## src/rtl/list_fold_sum.sv

```systemverilog
// rtl/list_fold_sum.sv - pulls a req/ack/eol list element by element and folds it into a sum
module list_fold_sum #(
    parameter int WIDTH     = 8,
    parameter int ACC_WIDTH = 16,
    parameter int CNT_WIDTH = 8,
    parameter int SIGNED    = 1,
    parameter int TIMEOUT   = 16
) (
    input  logic                 clock,
    input  logic                 reset,
    input  logic                 ready,
    output logic                 list_req,
    input  logic                 list_ack,
    input  logic                 list_eol,
    input  logic [WIDTH-1:0]     list_value,
    output logic [ACC_WIDTH-1:0] result,
    output logic [CNT_WIDTH-1:0] count,
    output logic                 done,
    output logic                 error,
    output logic                 overflow
);

    localparam int TW = (TIMEOUT > 2) ? $clog2(TIMEOUT) : 1;
    localparam logic [TW-1:0] TIMER_LAST = TW'(TIMEOUT - 1);

    typedef enum logic [2:0] {
        IDLE,
        CHECK,
        REQ,
        GAP,
        DONE,
        ERR
    } state_t;

    state_t              state;
    logic [TW-1:0]       timer;
    logic [ACC_WIDTH-1:0] ext_value;
    logic [ACC_WIDTH:0]   sum_full;
    logic [ACC_WIDTH-1:0] sum;
    logic                 add_ovf;
    logic                 count_full;

    // Widen the element and form the next sum plus its overflow flag
    always_comb begin
        ext_value = '0;
        if (SIGNED != 0) begin
            ext_value = ACC_WIDTH'($signed(list_value));
        end else begin
            ext_value = ACC_WIDTH'(list_value);
        end
        sum_full   = {1'b0, result} + {1'b0, ext_value};
        sum        = sum_full[ACC_WIDTH-1:0];
        count_full = &count;
        if (SIGNED != 0) begin
            add_ovf = (result[ACC_WIDTH-1] == ext_value[ACC_WIDTH-1]) &&
                      (sum[ACC_WIDTH-1] != result[ACC_WIDTH-1]);
        end else begin
            add_ovf = sum_full[ACC_WIDTH];
        end
    end

    // Element-pull FSM; list_req/done/error are registered alongside the state
    always_ff @(posedge clock or posedge reset) begin
        if (reset) begin
            state    <= IDLE;
            timer    <= '0;
            list_req <= 1'b0;
            result   <= '0;
            count    <= '0;
            done     <= 1'b0;
            error    <= 1'b0;
            overflow <= 1'b0;
        end else if (!ready) begin
            state    <= IDLE;
            timer    <= '0;
            list_req <= 1'b0;
            result   <= '0;
            count    <= '0;
            done     <= 1'b0;
            error    <= 1'b0;
            overflow <= 1'b0;
        end else begin
            case (state)
                IDLE: begin
                    state <= CHECK;
                end
                CHECK: begin
                    // eol is trusted only here: req is low and the last ack is at least a cycle old
                    if (list_eol) begin
                        state <= DONE;
                        done  <= 1'b1;
                    end else begin
                        state    <= REQ;
                        list_req <= 1'b1;
                        timer    <= '0;
                    end
                end
                REQ: begin
                    // an ack on the last permitted cycle still wins over the timeout
                    if (list_ack) begin
                        result   <= sum;
                        state    <= GAP;
                        list_req <= 1'b0;
                        if (!count_full) begin
                            count <= count + 1'b1;
                        end
                        if (add_ovf || count_full) begin
                            overflow <= 1'b1;
                        end
                    end else if (timer == TIMER_LAST) begin
                        state    <= ERR;
                        list_req <= 1'b0;
                        error    <= 1'b1;
                    end else begin
                        timer <= timer + 1'b1;
                    end
                end
                GAP: begin
                    // one low cycle so upstream sees a fresh rising edge on the next request
                    state <= CHECK;
                end
                DONE: begin
                    state <= DONE;
                end
                ERR: begin
                    state <= ERR;
                end
                default: begin
                    state    <= IDLE;
                    list_req <= 1'b0;
                end
            endcase
        end
    end

endmodule
```

## config.mk

```make
export PLATFORM = sky130hd
export DESIGN_NAME = list_fold_sum
export DESIGN_NICKNAME = d
export VERILOG_FILES = /design/src/rtl/list_fold_sum.sv
export SDC_FILE = /design/constraint.sdc
export NUM_CORES = 1
export LEC_CHECK = 0
export BUFFER_PORTS_ARGS = -buffer_cell sky130_fd_sc_hd__clkbuf_2
export CAP_MARGIN = 20
export CORE_MARGIN = 4
export CORE_UTILIZATION = 50
export CTS_CLUSTER_SIZE = 40
export DETAILED_ROUTE_END_ITERATION = 10
export PLACE_DENSITY = 0.82
export SLEW_MARGIN = 20
export SYNTH_ARGS = -nofsm -noshare
export SYNTH_HDL_FRONTEND = slang
export SYNTH_SLANG_ARGS = --single-unit
```

## constraint.sdc

```tcl
create_clock -name clock -period 2.39 [get_ports clock]
set_clock_uncertainty 0.1 [all_clocks]
set_input_delay 0.1195 -clock clock [delete_from_list [all_inputs] [get_ports clock]]
set_output_delay 0.1195 -clock clock [all_outputs]
set_load 0.1 [all_outputs]
```

# ---- Word level (Yosys, flattened, before mapping)
# Index checks and enable logic that the tools add are counted.
dict set report totals {
  word_cells 79
  ramBits 0
  reg_bits 35
  out_inout_bits 28
  latchBits 0
  romBits 0
  mem_count 0
  in_bits 13
}
dict set report classes {
  add_sub_neg 3
  multipliers 0
  bitwise 0
  n_div 0
  mux 33
  reduce_logical 13
  n_lt_le_gt_ge 0
  n_shift 0
  eq_ne 22
}
# operator count
set ops {}
lappend ops {{2-to-1 mux 16 bit} 3}
lappend ops {{2-to-1 mux 8 bit} 4}
lappend ops {{adder 16 bit} 1}
lappend ops {{2-to-1 mux 4 bit} 4}
lappend ops {{2-to-1 mux 1 bit} 15}
lappend ops {{one-hot mux 3 bit (5 select lines)} 1}
lappend ops {{2-to-1 mux 3 bit} 4}
lappend ops {{inequality test 2 x 1 -> 1 bit (second input constant)} 6}
lappend ops {{AND reduction 3 bit} 4}
lappend ops {{inequality test 3 bit (second input constant)} 3}
lappend ops {{adder 8 x 1 -> 8 bit (second input constant)} 1}
lappend ops {{one-hot mux 4 bit (2 select lines)} 1}
lappend ops {{AND reduction 8 bit} 1}
lappend ops {{equality test 3 x 2 -> 1 bit (second input constant)} 2}
lappend ops {{equality test 3 bit (second input constant)} 2}
lappend ops {{inequality test 2 bit (second input constant)} 3}
lappend ops {{adder 4 x 1 -> 4 bit (second input constant)} 1}
lappend ops {{equality test 4 bit (second input constant)} 1}
lappend ops {{inequality test 4 bit (second input constant)} 1}
lappend ops {{AND reduction 2 bit} 2}
lappend ops {{AND reduction 4 bit} 1}
lappend ops {{OR reduction 4 bit} 1}
lappend ops {{equality test 3 x 1 -> 1 bit (second input constant)} 1}
lappend ops {{zero test 3 bit} 1}
lappend ops {{other kinds (7)} 7}

# ---- Logic depth before layout (Yosys ltp)
# Gate-level depths: netlist of the first run.
dict set report logic_depth {
  ltp_word 8
  mapped_depth 8
  mapped_depth_nobuf 8
}

# ---- Worst setup path before layout of the first run
# OpenSTA, ideal clock, no wires.
dict set report synth_path {
  kind {register -> register}
  from {register result[12]}
  to {register result[15]}
  period_less_slack_ns 2.907
  setup_ns 0.119
  n_path_buf 0
  stages_incl_launch_ff 8
  required_time_ns 2.171
  path_slack_ns -0.517
  arrival_ns 2.688
  cell_sequence {dfrtp_1 > ha_1 > a2111oi_0 > o21ai_0 > a2111oi_0 > a221oi_1 > and3_4 > o21a_1}
}
dict set report synth_between {
  elab_chain_cells 4
}
# element line_no
set synth_lines {}
lappend synth_lines {{start: declaration} 16} ;# output logic [ACC_WIDTH-1:0] result,
lappend synth_lines {{start signal: assignment} 101} ;# result <= sum;
lappend synth_lines {{adder 16 bit} 51} ;# sum_full = {1'b0, result} + {1'b0, ext_value};
lappend synth_lines {{2-to-1 mux 16 bit} 100} ;# if (list_ack) begin
lappend synth_lines {{2-to-1 mux 16 bit} 83} ;# case (state)
lappend synth_lines {{2-to-1 mux 16 bit} 73} ;# end else if (!ready) begin
# No other way between the ends. The select of a mux whose other input is x is not followed.
# A chain may end at the register's enable or synchronous reset.

# ---- Worst setup path in the final report of the first run
dict set report layout_path {
  from {register result[0]}
  to {register result[14]}
}
# The elaborated chain is that of the path after synthesis.

==> flow_summary.json, run 1 <==
{
  "result_of_the_run": "complete, no violations",
  "whs_ps": 108,
  "worst_slew_pin_slew_ps": 804,
  "power.sequential.fraction": 0.408,
  "worstSetupStartpointType": "register",
  "final_area_um2": 2960,
  "initial_antenna_violation_count": 0,
  "clockBufferDepth": 2,
  "netlist_area_um2": 2290,
  "final_cell_mix": "40 x clkbuf_2, 30 x nand2_1, 21 x dfrtp_1, 17 x o21ai_0, 17 x buf_4",
  "p_per_area_nw_per_um2": 551,
  "min_period_ps": 2370,
  "filler_cell_count": 355,
  "dpl_cell_area_um2": 2760,
  "flow.area_growth_from_synthesis_pct": 29.2,
  "ios": 41,
  "number_of_global_route_vias_before_repair": 1931,
  "post_drt_via_cell_ratio": 5.71,
  "dpl_hpwl_mm": 3.86,
  "chipWidth_um": 75.7,
  "swShare": 0.382,
  "insertion_delay_ps": 290,
  "cts_bufs_inserted": 5,
  "postSynth.topFlopCell": "dfrtp_1",
  "setup_violation_total_in_the_final_timing_report": 0,
  "share_clk_of_total_power": 0.266,
  "worst_ep_arrival_time_ps": 2430,
  "finalHoldViolCount": 0,
  "setup_repair_after_global_routing_missed_its_margin": "true",
  "postRouteWirelength_mm": 5.38,
  "diodes": 0,
  "grt_first_pass_wirelength_mm": 8.69,
  "p_leak_nw": 1.40,
  "final_cells": 358,
  "power.combinational.fraction": 0.326,
  "layout.area.seq_um2": 916,
  "synthDistinctLibCells": 50,
  "regToRegStartpoint": "result[0]",
  "multi_input_gate_area_um2": 1540,
  "die_y_um": 75.7,
  "tritoncts": "done",
  "initial_core_util": 0.523,
  "core_box_area_um2": 4380,
  "synth-edff-count": 0,
  "critPathCaptureType": "register",
  "synth_async_sr_flop_share": 1.00,
  "vdd_ir_drop_max_v": 0.000468,
  "netsw_mw": 0.623,
  "drt.antenna.violating_nets": 0,
  "syn_avg_cell_area_um2": 9.32,
  "clk_pin_slew_worst_paths_ps": 80,
  "dr.pass1.iters": 4,
  "relSlewSlack": 0.463,
  "synth-seq-area-share": 0.382,
  "design_power_total_mw": 1.63,
  "synthesis.yosys.warnings": 0,
  "cap_viol_max_count": 0,
  "routed-via-count": 2045,
  "synth.ff_latch_count": 35,
  "drive_gt1_frac": 0.350,
  "placed_instance_count": 344,
  "p_int_mw": 1.01,
  "largest_net_degree_at_the_start_of_global_routing": 21,
  "dpl_worst_slack_ps": -41.7,
  "gp_congestion": 0.865,
  "finalWorstSetupSlack_ps": 20.2,
  "design.die.area_um2": 5730,
  "synth.net_count": 277,
  "hp-class": "primary input to register",
  "final_net_count": 336,
  "drt_first_iter_violations": 99,
  "crit_path_start": "result[0]",
  "ctsRootBufferMaster": "clkbuf_8",
  "fp-row-count": 24,
  "post-route-drc-count": 0,
  "buffer_ports.inserted": 40,
  "mostFrequentLayoutCell": "clkbuf_2",
  "clock-sinks": 35,
  "holdCritStartpoint": "list_eol",
  "maxClockFrequency_ghz": 0.422,
  "cts.htree.levels": 2,
  "final_core_utilization": 0.676,
  "critPathMaxFanout": 4,
  "finalCritPeriodShare": 0.992,
  "grt_remaining_overflow": 0,
  "worstSetupPathType": "register to register",
  "setup_total_neg_slack_ps": 0,
  "grt_use_total": 0.199,
  "synthCells": 246,
  "detail_route.wl_per_cell_um": 15.0,
  "worstPathRequired_ps": 2450,
  "slew_violations": 0
}
-- cells in the mapped netlist (all sizes together) (3+ instances only) --
master | n | area (µm²)
nand2 | 30 | 113
dfrtp | 35 | 876
o21ai | 23 | 115
o31ai | 4 | 30.0
a221oi | 3 | 26.3
clkbuf | 4 | 15.0
inv | 6 | 22.5
nor2b | 3 | 18.8
xor2 | 6 | 52.6
a21oi | 11 | 55.1
and2 | 12 | 76.3
xnor2 | 12 | 105
nor2 | 16 | 60.1
ha | 17 | 213
o21a | 3 | 22.5
a211oi | 5 | 37.5
nor3b | 3 | 27.5
and3 | 8 | 55.1
a22o | 3 | 26.3
a21o | 7 | 53.8
nand4 | 3 | 18.8
nand3 | 3 | 15.0
-- layout make-up --
cell class,instances,area share
Multi-Input combinational cell,199,0.519
Sequential cell,35,0.309
Timing Repair Buffer,58,0.114
Clock buffer,5,0.0232
Tap cell,52,0.0220
Inverter,6,0.00760
Clock inverter,3,0.00507
-- sequential cells by signal, indices dropped and copies added (netlist names) --
signal / count
result: 16
count: 8
timer: 4
error: 1
overflow: 1
list_req: 1
done: 1
state: 3
-- critical path, stage by stage, from the launching register on --
cell and delay (ps):
dfrtp_4 500, ha_4 190, fa_2 350, a21o_1 170, a21o_1 220, a221oi_4 360, o31ai_2 120, xnor2_1 150
o21ai_1 70
-- cells by family after synthesis --
logic type | share of synthesized area
buffers and inverters | 0.0245
and+or+nand+nor | 0.199
adders and majority gates | 0.101
xor gates and xnor gates | 0.0687
muxes | 0.00873
DFF | 0.382
AOI/OAI and AO/OA | 0.216
-- path summary, 6_finish.rpt --
| path | endpoint | slack, ps | cells past startpoint |
|---|---|---|---|
| max reg2reg | result[14] | 20 | 8 |
| min | state[1] | 110 | 4 |
| min in group asynchronous | result[3] | 410 | 3 |
| max in group asynchronous | result[14] | 1120 | 4 |
| min reg2reg | timer[3] | 390 | 1 |
| max | result[14] | 20 | 8 |
-- per-layer routing --
layer | vias up | global-route usage | wire [µm]
met5 | - | 0 | 0
met4 | 0 | 0.0718 | 70
met3 | 8 | 0.0515 | 294
met2 | 57 | 0.330 | 2620
met1 | 966 | 0.250 | 2400
li1 | 1014 | - | -
-- power by group through the flow --
stage	Sequential, mW	Combinational, mW	Clock (mW)
after floorplan	0.828	0.249	0
after global placement	0.677	0.495	0
after detailed placement	0.678	0.502	0
after CTS	0.666	0.510	0.445
after global routing	0.671	0.576	0.471
final	0.666	0.532	0.434
-- timing repair --
action,in CTS,in global routing
pin swaps,0,6
hold buffers,1,0
hold endpoints to repair,18,0
setup buffers,0,5
endpoints found under the setup margin,2,6
gates resized for setup,3,15
Note: power is estimated with default switching activity, not from simulation.
==> run 2, diff against run 1 <==
==> config.mk (replaced) <==
export PLATFORM = sky130hd
export DESIGN_NAME = list_fold_sum
export DESIGN_NICKNAME = d
export VERILOG_FILES = /design/src/rtl/list_fold_sum.sv
export SDC_FILE = /design/constraint.sdc
export NUM_CORES = 1
export LEC_CHECK = 0
export CAP_MARGIN = 20
export CORE_MARGIN = 4
export CORE_UTILIZATION = 57
export CTS_CLUSTER_SIZE = 40
export DETAILED_ROUTE_END_ITERATION = 10
export DONT_BUFFER_PORTS = 1
export PLACE_DENSITY = 0.81
export SLEW_MARGIN = 20
export SYNTH_ARGS = -nofsm -noshare
export SYNTH_HDL_FRONTEND = slang
export SYNTH_SLANG_ARGS = --single-unit
==> flow_summary.json, run 2 (synthesized netlist as in run 1, its figures left out) <==
{
  "result_of_the_run": "complete, but fails checks",
  "failing_checks": "setup timing",
  "relSlewSlack": 0.383,
  "worst_ep_arrival_time_ps": 2550,
  "cts_bufs_inserted": 5,
  "number_of_global_route_vias_before_repair": 2090,
  "final_area_um2": 2900,
  "post-route-drc-count": 0,
  "final_net_count": 319,
  "worst_slew_pin_slew_ps": 925,
  "p_leak_nw": 1.32,
  "initial_antenna_violation_count": 0,
  "tritoncts": "done",
  "worst_path_largest_cell_delay_ps": 520,
  "grt_use_total": 0.229,
  "insertion_delay_ps": 290,
  "worstSetupStartpointType": "register",
  "drt_first_iter_violations": 255,
  "flow.area_growth_from_synthesis_pct": 26.6,
  "chipWidth_um": 71.4,
  "biggestRegsByFlops": "result (16), count (8), timer (4)",
  "clock-sinks": 35,
  "largest_reg_flops": 16,
  "core_box_area_um2": 3770,
  "largest_net_degree_at_the_start_of_global_routing": 24,
  "layout.area.seq_um2": 916,
  "maxClockFrequency_ghz": 0.407,
  "post_drt_via_cell_ratio": 6.09,
  "critPathCaptureType": "register",
  "critical_path.slowest_cell": "or4_4",
  "vdd_ir_drop_max_v": 0.000429,
  "p_per_area_nw_per_um2": 555,
  "timing.critical_path.cells": "ha_1, o21ai_1, nor3b_2, o211ai_2, or4_4, and3_4, o21a_1",
  "grt_remaining_overflow": 0,
  "critPathMaxFanout": 4,
  "hp-class": "primary input to register",
  "mostFrequentLayoutCell": "buf_4",
  "worstPathRequired_ps": 2480,
  "ios": 41,
  "grt_first_pass_wirelength_mm": 9.45,
  "finalWorstSetupSlack_ps": -64.6,
  "buffer_ports.inserted": 0,
  "final_core_utilization": 0.770,
  "diodes": 0,
  "cap_viol_max_count": 0,
  "dpl_cell_area_um2": 2720,
  "drt.antenna.violating_nets": 0,
  "clockBufferDepth": 2,
  "dpl_worst_slack_ps": 15.1,
  "multi_input_gate_area_um2": 1500,
  "dr.pass1.iters": 4,
  "postRouteWirelength_mm": 5.72,
  "fp-row-count": 22,
  "worstSetupPathType": "register to register",
  "setup_violation_total_in_the_final_timing_report": 1,
  "whs_ps": 45.4,
  "clk_pin_slew_worst_paths_ps": 80,
  "detail_route.wl_per_cell_um": 17.0,
  "min_period_ps": 2450,
  "ctsRootBufferMaster": "clkbuf_8",
  "setup_repair_after_global_routing_missed_its_margin": "true",
  "slew_violations": 0,
  "design.die.area_um2": 5100,
  "initial_core_util": 0.608,
  "final_cell_mix": "36 x buf_4, 30 x nand2_1, 21 x dfrtp_1, 19 x o21ai_0, 16 x nor2_1",
  "routed-via-count": 2054,
  "drive_gt1_frac": 0.277,
  "finalCritPeriodShare": 1.03,
  "cts.htree.levels": 2,
  "gp_congestion": 0.810,
  "design_power_total_mw": 1.61,
  "die_y_um": 71.4,
  "filler_cell_count": 249,
  "dpl_hpwl_mm": 3.89,
  "top_register_by_number_of_flip_flops": "result",
  "finalHoldViolCount": 0
}
## run 2: metrics by stage
step                      std cells  setup TNS [ps]
after floorplan                 246            -115
after global placement          322               0
after detailed placement        322               0
after CTS                       335               0
after global routing            337            -439
final                           337           -64.6
## run 2: path summary, 6_finish.rpt
kind | start | endpoint | slack [ps] | depth (start not counted)
worst max-delay path | result[3] | result[15] | -60 | 7
worst min-delay path | ready | timer[2] | 50 | 4
worst max register to register | result[3] | result[15] | -60 | 7
worst min register to register | timer[3] | timer[3] | 390 | 1
max in group asynchronous | reset | result[0] | 1130 | 2
min in group asynchronous | reset | count[6] | 370 | 2
## run 2: power breakdown
part           switching [mW]  total (mW)  leakage (nW)  internal, mW
sequential             0.0290       0.661         0.459         0.632
clock                   0.216       0.423        0.0395         0.207
combinational           0.352       0.528         0.824         0.176
## run 2: cell type report
type	instances	area share
tap	48	0.0207
multi-input combinational	199	0.518
timing repair buffer	41	0.110
sequential	35	0.316
inverter	6	0.00776
clock buffer	8	0.0276
## run 2: critical path, delay by kind of cell (launching register included)
family | cells | cell delay, ps
AO/OA/AOI/OAI | 3 | 450
AND/OR/NAND/NOR | 3 | 990
flip-flops | 1 | 480
adder cells (fa/ha/maj) | 1 | 340
## run 2: routing by layer
metal | GRT usage | wire (µm) | up-vias
li1 | - | - | 981
met1 | 0.272 | 2340 | 1006
met2 | 0.384 | 2930 | 57
met3 | 0.0617 | 346 | 10
met4 | 0.111 | 104 | 0
met5 | 0 | 0 | -
## run 2: what timing repair did
item | CTS | global route
endpoints found under the setup margin | 0 | 6
setup buffers | 0 | 2
resized for setup | 0 | 10
hold endpoints to repair | 38 | 0
hold buffers | 5 | 0
